### src/rtl/gbc_apu_sequencer_if.sv
// Wishbone initiator bundle carrying one mixed audio sample per write.
// The sequencer drives the master side and the audio bus sink is the slave.
interface gbc_apu_sequencer_if #(
   parameter int sample_width = 24
);
   logic                    cyc;
   logic                    stb;
   logic                    we;
   logic [sample_width-1:0] dat;
   logic                    ack;
   logic                    stall;

   modport master (output cyc, stb, we, dat, input ack, stall);
   modport slave  (input cyc, stb, we, dat, output ack, stall);
endinterface

### src/rtl/gbc_apu_sequencer.sv
// GBC APU timing: 512 Hz frame sequencer off DIV, fractional 48 kHz sample strobe,
// and a Wishbone initiator that pushes each latched sample with a one-deep shadow.
module gbc_apu_sequencer #(
   parameter int ce_hz        = 4194304,
   parameter int sample_hz    = 48000,
   parameter int sample_width = 24
) (
   input  logic                    clk,
   input  logic                    reset_n,
   input  logic                    ce,
   input  logic                    gb2x,
   input  logic                    apu_enable,
   input  logic                    div_write,
   input  logic [sample_width-1:0] mix_sample,
   output logic [2:0]              step,
   output logic                    length_tick,
   output logic                    sweep_tick,
   output logic                    envelope_tick,
   output logic                    sample_strobe,
   gbc_apu_sequencer_if.master     wb,
   output logic [7:0]              overrun
);

   localparam logic [1:0]  s_idle   = 2'd0;
   localparam logic [1:0]  s_req    = 2'd1;
   localparam logic [1:0]  s_wait   = 2'd2;
   localparam logic [24:0] limit_1x = 25'(ce_hz);
   localparam logic [24:0] limit_2x = 25'(2 * ce_hz);
   localparam logic [24:0] acc_inc  = 25'(sample_hz);

   logic [13:0]             div;
   logic [13:0]             div_next;
   logic                    tap_cur;
   logic                    tap_nxt;
   logic                    frame_event;
   logic [23:0]             acc;
   logic [24:0]             acc_sum;
   logic [24:0]             limit;
   logic [1:0]              state;
   logic                    pending;
   logic                    shadow_valid;
   logic [sample_width-1:0] slot;
   logic [sample_width-1:0] shadow;
   logic                    completing;

   always_comb begin
      // NOTE: default first, then overrides, so no latch is inferred on any path.
      div_next = div;
      if (div_write)
         div_next = '0;
      else if (ce)
         div_next = div + 14'd1;
   end

   // Both taps are read with the current speed, so switching GB2x alone is never an edge.
   assign tap_cur     = gb2x ? div[13]      : div[12];
   assign tap_nxt     = gb2x ? div_next[13] : div_next[12];
   assign frame_event = tap_cur & ~tap_nxt;

   assign acc_sum = {1'b0, acc} + acc_inc;
   assign limit   = gb2x ? limit_2x : limit_1x;

   // NOTE: sequential state uses non-blocking assignments so every flop samples pre-edge values.
   always_ff @(posedge clk or negedge reset_n) begin
      if (!reset_n) begin
         div           <= '0;
         acc           <= '0;
         sample_strobe <= 1'b0;
      end else begin
         div           <= div_next;
         sample_strobe <= 1'b0;
         if (ce) begin
            if (acc_sum >= limit) begin
               acc           <= 24'(acc_sum - limit);
               sample_strobe <= 1'b1;
            end else begin
               acc <= acc_sum[23:0];
            end
         end
      end
   end

   always_ff @(posedge clk or negedge reset_n) begin
      if (!reset_n) begin
         step          <= 3'd0;
         length_tick   <= 1'b0;
         sweep_tick    <= 1'b0;
         envelope_tick <= 1'b0;
      end else begin
         length_tick   <= 1'b0;
         sweep_tick    <= 1'b0;
         envelope_tick <= 1'b0;
         if (!apu_enable) begin
            step <= 3'd0;
         end else if (frame_event) begin
            case (step)
               3'd0, 3'd4: length_tick <= 1'b1;
               3'd2, 3'd6: begin
                  length_tick <= 1'b1;
                  sweep_tick  <= 1'b1;
               end
               3'd7:       envelope_tick <= 1'b1;
               default:    ;
            endcase
            step <= step + 3'd1;
         end
      end
   end

   assign completing = ((state == s_wait) && wb.ack) ||
                       ((state == s_req) && !wb.stall && wb.ack);

   always_ff @(posedge clk or negedge reset_n) begin
      if (!reset_n) begin
         state        <= s_idle;
         wb.cyc       <= 1'b0;
         wb.stb       <= 1'b0;
         wb.we        <= 1'b0;
         wb.dat       <= '0;
         pending      <= 1'b0;
         shadow_valid <= 1'b0;
         slot         <= '0;
         shadow       <= '0;
         overrun      <= 8'd0;
      end else begin
         case (state)
            s_idle: begin
               if (pending) begin
                  wb.cyc <= 1'b1;
                  wb.stb <= 1'b1;
                  wb.we  <= 1'b1;
                  wb.dat <= slot;
                  state  <= s_req;
               end
            end
            s_req: begin
               if (!wb.stall) begin
                  wb.stb <= 1'b0;
                  if (wb.ack) begin
                     wb.cyc <= 1'b0;
                     wb.we  <= 1'b0;
                     state  <= s_idle;
                  end else begin
                     state <= s_wait;
                  end
               end
            end
            s_wait: begin
               if (wb.ack) begin
                  wb.cyc <= 1'b0;
                  wb.we  <= 1'b0;
                  state  <= s_idle;
               end
            end
            default: state <= s_idle;
         endcase

         // slot holds the sample on the bus; shadow holds the newest one waiting behind it
         if (completing) begin
            if (sample_strobe) begin
               slot         <= mix_sample;
               pending      <= 1'b1;
               shadow_valid <= 1'b0;
            end else if (shadow_valid) begin
               slot         <= shadow;
               pending      <= 1'b1;
               shadow_valid <= 1'b0;
            end else begin
               pending <= 1'b0;
            end
         end else if (sample_strobe) begin
            if (!pending) begin
               slot    <= mix_sample;
               pending <= 1'b1;
            end else begin
               shadow       <= mix_sample;
               shadow_valid <= 1'b1;
               if ((state != s_idle) && (overrun != 8'hFF))
                  overrun <= overrun + 8'd1;
            end
         end
      end
   end

endmodule

### src/flat_wrapper.sv
// flat-port wrapper written by rule: the top's interface ports become plain ports
module gbc_apu_sequencer_flat 
#(
   parameter int ce_hz        = 4194304,
   parameter int sample_hz    = 48000,
   parameter int sample_width = 24
)
  (clk, reset_n, ce, gb2x, apu_enable, div_write, mix_sample, step, length_tick, sweep_tick, envelope_tick, sample_strobe, overrun, wb_cyc, wb_stb, wb_we, wb_dat, wb_ack, wb_stall);
  gbc_apu_sequencer_if #(.sample_width(sample_width)) wb_i ();
  input  logic clk;
  input  logic reset_n;
  input  logic ce;
  input  logic gb2x;
  input  logic apu_enable;
  input  logic div_write;
  input  logic [sample_width-1:0] mix_sample;
  output logic [2:0] step;
  output logic length_tick;
  output logic sweep_tick;
  output logic envelope_tick;
  output logic sample_strobe;
  output logic [7:0] overrun;
  output wire logic [$bits(wb_i.cyc)-1:0] wb_cyc;
  output wire logic [$bits(wb_i.stb)-1:0] wb_stb;
  output wire logic [$bits(wb_i.we)-1:0] wb_we;
  output wire logic [$bits(wb_i.dat)-1:0] wb_dat;
  input wire logic [$bits(wb_i.ack)-1:0] wb_ack;
  input wire logic [$bits(wb_i.stall)-1:0] wb_stall;
  assign wb_cyc = wb_i.cyc;
  assign wb_stb = wb_i.stb;
  assign wb_we = wb_i.we;
  assign wb_dat = wb_i.dat;
  assign wb_i.ack = wb_ack;
  assign wb_i.stall = wb_stall;
  gbc_apu_sequencer #(.ce_hz(ce_hz), .sample_hz(sample_hz), .sample_width(sample_width)) u_core (.clk(clk), .reset_n(reset_n), .ce(ce), .gb2x(gb2x), .apu_enable(apu_enable), .div_write(div_write), .mix_sample(mix_sample), .step(step), .length_tick(length_tick), .sweep_tick(sweep_tick), .envelope_tick(envelope_tick), .sample_strobe(sample_strobe), .wb(wb_i), .overrun(overrun));
endmodule
### config.mk
export PLATFORM = sky130hd
export DESIGN_NAME = gbc_apu_sequencer_flat
export DESIGN_NICKNAME = d
export VERILOG_FILES = /design/src/rtl/gbc_apu_sequencer_if.sv /design/src/rtl/gbc_apu_sequencer.sv /design/src/flat_wrapper.sv
export SDC_FILE = /design/constraint.sdc
export NUM_CORES = 1
export LEC_CHECK = 0
export CORE_AREA = 4 4 101 103
export CTS_CLUSTER_SIZE = 40
export DETAILED_ROUTE_END_ITERATION = 7
export DIE_AREA = 0 0 105 107
export DONT_BUFFER_PORTS = 1
export GPL_TIMING_DRIVEN = 0
export PLACE_DENSITY = 0.79
export SLEW_MARGIN = 20
export SYNTH_ARGS = -nofsm -noshare
export SYNTH_HDL_FRONTEND = slang
export SYNTH_SLANG_ARGS = --single-unit
### constraint.sdc
create_clock -name clk -period 3.5 [get_ports clk]
set_clock_uncertainty 0.1 [all_clocks]
set_input_delay 0.175 -clock clk [delete_from_list [all_inputs] [get_ports clk]]
set_output_delay 0.175 -clock clk [all_outputs]
set_load 0.01 [all_outputs]
# Yosys cells after proc, flatten, opt, wreduce, memory -nomap -nowiden
# Cells that the tools add are included.
dict set report classes {
  n_reduce_logical 25
  n_addsub 5
  eq_ne 12
  n_mux 44
  magnitude_cmp 1
  bitwise 3
}
# operator count
set op_table {}
lappend op_table {{24-bit 2-to-1 mux} 7}
lappend op_table {{14-bit 2-to-1 mux} 2}
lappend op_table {{24-bit by 16-bit adder with 25-bit output, second input constant} 1}
lappend op_table {{25-bit by 24-bit greater-or-equal comparator with 1-bit output} 1}
lappend op_table {{1-bit 2-to-1 mux} 25}
lappend op_table {{24-bit subtractor} 1}
lappend op_table {{3-bit AND reduction} 5}
lappend op_table {{14-bit by 1-bit adder with 14-bit output, second input constant} 1}
lappend op_table {{2-bit nonzero test} 6}
lappend op_table {{3-bit equality test, second input constant} 3}
lappend op_table {{8-bit by 1-bit adder with 8-bit output, second input constant} 1}
lappend op_table {{2-bit 2-to-1 mux} 4}
lappend op_table {{8-bit inequality test, second input constant} 1}
lappend op_table {{3-bit 2-to-1 mux} 2}
lappend op_table {{2-bit inequality test, second input constant} 3}
lappend op_table {{1-bit case mux with 3 select lines} 2}
lappend op_table {{2-bit case mux with 3 select lines} 1}
lappend op_table {{1-bit logical AND} 4}
lappend op_table {{2-bit by 1-bit inequality test with 1-bit output, second input constant} 2}
lappend op_table {{2-bit AND reduction} 2}
lappend op_table {{4-bit AND reduction} 1}
lappend op_table {{4-bit OR reduction} 1}
lappend op_table {{3-bit by 1-bit adder with 3-bit output, second input constant} 1}
lappend op_table {{3-bit by 2-bit equality test with 1-bit output, second input constant} 1}
lappend op_table {{11 further kinds} 12}
dict set report word_totals {
  out_inout_bits 42
  wordCells 108
  reg_bits 132
  input_bits 32
}

# Depth between registers and ports, before layout
dict set report depth {
  depth_word 8
  ltp_mapped 13
  depth_no_buf 13
}

# Worst setup path after synthesis
# Ideal clock, no wire load.
dict set report synth_timing {
  kind {flip-flop to flip-flop}
  from {register u_core.acc[12]}
  to {register u_core.acc[22]}
  stages_incl_launch_ff 12
  required_time_ps 3279
  setup_time_ps 121
  period_less_slack_ps 2783
  path_buffers 0
  slack_ps 717
  t_arrival_ps 2562
  path_cell_list {dfrtp_1 or3_4 a211o_4 nand3_1 xnor2_1 ha_1 nand4_1 nor3_1 nand4_1 a221oi_1 nand4_2 a22o_1}
}
dict set report synth_between {
  elab_chain_len 3
  elab_cells_between_ends 4
  cone_classes {2 x add/sub; 1 x order compare; 1 x mux}
}
# element line_no
set synth_rtl {}
lappend synth_rtl {{start: declaration} gbc_apu_sequencer.sv:36} ;# logic [23:0] acc;
lappend synth_rtl {{start signal: assignment} gbc_apu_sequencer.sv:74} ;# acc <= 24'(acc_sum - limit);
lappend synth_rtl {{start signal: assignment} gbc_apu_sequencer.sv:77} ;# acc <= acc_sum[23:0];
lappend synth_rtl {{24-bit by 16-bit adder with 25-bit output *} gbc_apu_sequencer.sv:60} ;# assign acc_sum = {1'b0, acc} + acc_inc;
lappend synth_rtl {{24-bit subtractor / 25-bit by 24-bit greater-or-equal comparator with 1-bit output (equally long branches)} {gbc_apu_sequencer.sv:74, gbc_apu_sequencer.sv:73}}
lappend synth_rtl {{24-bit 2-to-1 mux *} gbc_apu_sequencer.sv:73} ;# if (acc_sum >= limit) begin
# Mark *: on every way between the ends. The rest lies on a longest branch, timed or not.
# A chain may end at the register's enable or synchronous reset.

# Worst setup path in the final report
dict set report layout_timing {
  from {register u_core.acc[14]}
  to {register u_core.sample_strobe}
}
dict set report layout_between {
  elab_chain_len 4
}
# element line_no
set layout_rtl {}
lappend layout_rtl {{24-bit by 16-bit adder with 25-bit output} gbc_apu_sequencer.sv:60}
lappend layout_rtl {{25-bit by 24-bit greater-or-equal comparator with 1-bit output} gbc_apu_sequencer.sv:73}
lappend layout_rtl {{1-bit 2-to-1 mux} gbc_apu_sequencer.sv:73}
lappend layout_rtl {{1-bit 2-to-1 mux} gbc_apu_sequencer.sv:72} ;# if (ce) begin
lappend layout_rtl {{end signal: assignment} gbc_apu_sequencer.sv:68} ;# sample_strobe <= 1'b0;
lappend layout_rtl {{end signal: assignment} gbc_apu_sequencer.sv:71} ;# sample_strobe <= 1'b0;
lappend layout_rtl {{end signal: assignment} gbc_apu_sequencer.sv:75} ;# sample_strobe <= 1'b1;
lappend layout_rtl {{end: declaration} gbc_apu_sequencer.sv:19} ;# output logic sample_strobe,
# Every way passes these cells.

==> impl_metrics.yaml <==
power_and_ir_drop:
  p_per_area_nw_per_um2: 903.4
  max-vdd-ir-drop_mv: 0.4325
  switching_share_pct: 34.02
  p_sw_mw: 2.108
  power.total_mw: 6.195
  intPower_mw: 4.087
  clkPwrFrac_pct: 29.8
  power.leakage_nw: 3.203
  p_seq_share_pct: 41.0
  pwr-share-comb_pct: 29.2
die:
  start_util_pct: 62.39
  die_area_um2: 11240
  fp.dieW_um: 105
  std_cell_rows: 35
  ios: 74
  die_y_um: 107
  core_um2: 9196
timing:
  max_freq_mhz: 312.4
  slew_viol_final: 0
  rsz0062_at_grt: "false"
  tightest_slew_ns: 0.6107
  setup_violations: 0
  fin_hold_ws_ns: 0.09253
  finalCriticalPeriod_ns: 3.201
  slew_headroom_pct: 59.29
  period_share_pct: 91.45
  tns_ns: 0
  hold_violations: 0
cts:
  clk_pin_slew_worst_paths_ns: 0.06
  clock_sinks: 124
  cts_tree: "built"
  clk_path_buf_depth: 2
  clkLatencyLatePin_ns: 0.51
  ctsRootBufferMaster: "clkbuf_8"
  htreeDepth: 4
  postCtsSetupBuffers: 0
  cts_buffers: 17
critical_path:
  worstPathArrival_ns: 3.51
  path_max_fanout: 10
  path_cells: "clkbuf_1 -> nor2_1 -> nor2_1 -> nand4_1 -> xor2_1 -> ha_1 -> nand4_1 -> nor3_1 -> nand4_1 -> a221oi_1 -> nand4_2 -> a31oi_1"
  path_delay_family: "simple AND/OR/NAND/NOR gates"
  critPathKind: "flip-flop to flip-flop"
  cp_slowest_stage_delay_ns: 0.38
  rr_startpoint: "u_core.acc[14]"
  cpMaxStageDelayCell: "clkbuf_1"
  path_buf_inv: 1
  crit_top_cell: "nand4_1"
  cp.required_ns: 3.80
  endpoint_kind: "flip-flop"
  worstSetupStartpoint: "u_core.acc[14]"
  startpoint_type: "flip-flop"
place:
  portBuffers: 0
  place_congestion: 0.7982
  dpl_cell_area_um2: 5877
  post-dp-hpwl_um: 7363
outcome:
  status: "completed"
final_layout:
  antenna_cells: 0
  final_cell_mix: "dfrtp_1, nand2_1, mux2_2, o21ai_0, dlygate4sd3_1"
  nets: 607
  design_area_um2: 6858
  n_fill_cell: 566
  area_growth_pct: 19.52
  drive_above_1_share_pct: 17.07
  layout_commonest_cell: "dfrtp_1"
synth:
  yosysUniqueCellTypes: 51
  synth_top_area_share_pct: 54.08
  synthFlopType: "dfrtp_1"
  synthCells: 509
  synth_nets: 555
  ys_ff_latch: 124
  synth-edff-count: 0
  async_reset_ff_share_pct: 100.0
  synth.area.top_cells: "dfrtp_1, mux2_2, mux2i_1, nand2_1, xnor2_1"
  yosysWarningCount: 0
  syn_area_um2: 5738
  synth_top_area_cell: "dfrtp_1"
  yosysSeqAreaShare_pct: 54.08
  avgSynthCellArea_um2: 11.27
global_route:
  grt_pass1_wl_um: 20540
  grt.total_usage_pct: 23.10
  grt_max_degree: 125
  grt_pass1_vias: 4295
  antenna_found_initial: 0
  grt-ovfl-total: 0
detailed_routing:
  via_count: 4009
  via_per_inst: 5.853
  postRouteAntennaNets: 0
  routedWlPerCell_um: 17.87
  drt-initial-drc-count: 187
  dr.pass1.iters: 4
  drc_errors: 0
  wl_um: 12240
min_path:
  min-delay-start: "gb2x"
  hp-class: "input port to flip-flop"
run:
  cap_violations: 0
-- synth_stat cells (all sizes together) (2+ instances only) --
library cell	count
nor2	29
mux2i	27
mux2	50
nor4	4
buf	8
a22o	2
nand3	16
nand2	56
and2	3
xnor2	21
dfrtp	124
or3	6
o211ai	2
and3	4
nor3	3
o21ai	37
inv	17
clkbuf	16
nand4	11
nor2b	2
xor2	16
a21oi	13
nand2b	5
or2	2
ha	14
and4	2
-- area by class of cell --
type	instances	area (um^2)	share of cell area, %
Multi-Input combinational cell	344	2476	36.11
Inverter	17	63.81	0.9305
Clock inverter	12	182.7	2.664
Timing Repair Buffer	33	347.8	5.072
Tap cell	111	138.9	2.025
Buffer	24	100.1	1.460
Clock buffer	20	445.4	6.495
Sequential cell	124	3103	45.25
-- what timing repair did --
action / in CTS / in global routing
setup endpoints to repair: 0 / 2
resized for setup: 0 / 1
endpoints found under the hold margin: 200 / 0
hold buffers: 33 / 0
-- stage by stage --
stage          util [%]  cells  worst slack (ns)
3_3_place_gp      63.90    620            0.3103
5_1_grt           74.57    685           0.03105
4_1_cts           74.52    685            0.2299
6_report          74.57    685            0.2992
3_5_place_dp      63.90    620            0.2627
2_1_floorplan         -    509            0.7169
-- kinds of logic (layout without fill, tap and decap cells) --
family	Yosys count	after routing	synth area share (%)
buffers and inverters	41	106	2.857
adders and majority gates	14	14	3.053
DFF	124	124	54.08
and+or+nand+nor	146	146	12.25
AOI/OAI and AO/OA	70	70	7.589
muxes	77	77	14.52
xor gates and xnor gates	37	37	5.648
-- power by group through the flow --
stage | clock [mW] | combinational, mW | sequential (mW)
after floorplan | 0 | 1.41 | 2.39
after global placement | 0 | 1.60 | 2.48
after detailed placement | 0 | 1.68 | 2.52
after CTS | 1.86 | 1.79 | 2.51
after global routing | 1.95 | 2.03 | 2.60
final | 1.85 | 1.81 | 2.54
-- worst reg2reg max path, stage by stage (launching register included) --
cell and delay, ns:
dfrtp_1 0.32, clkbuf_1 0.38, nor2_1 0.15, nor2_1 0.26, nand4_1 0.22, xor2_1 0.22, ha_1 0.32, nand4_1 0.11
nor3_1 0.16, nand4_1 0.10, a221oi_1 0.30, nand4_2 0.19, a31oi_1 0.26
-- path summary, 6_finish.rpt --
kind,endpoint,slack [ns],depth (start not counted)
worst max-delay path,u_core.sample_strobe,0.30,12
worst min-delay path,u_core.step[1],0.09,3
worst max register to register,u_core.sample_strobe,0.30,12
worst min register to register,u_core.slot[5],0.37,2
max in group asynchronous,u_core.sample_strobe,2.67,2
min in group asynchronous,u_core.state[1],0.15,2
-- flip-flops by register name, indices dropped and copies added (netlist names) --
name and flops:
u_core.overrun 8, u_core.shadow 24, u_core.length_tick 1, u_core.wb.dat 24, u_core.div 14, u_core.slot 24
u_core.wb.stb 1, u_core.sweep_tick 1, u_core.wb.cyc 1, u_core.step 3, u_core.shadow_valid 1, u_core.envelope_tick 1
u_core.acc 17, u_core.state 2, u_core.pending 1, u_core.sample_strobe 1
-- metal layers --
layer  global-route usage (%)  vias up  wire length, um
met2                    41.52      105             6653
met1                    25.92     2001             4776
li1                         -     1874                -
met5                        0        -                0
met3                    6.863       29              523
met4                    8.716        0              291
Power figures use the tool's default switching activity.
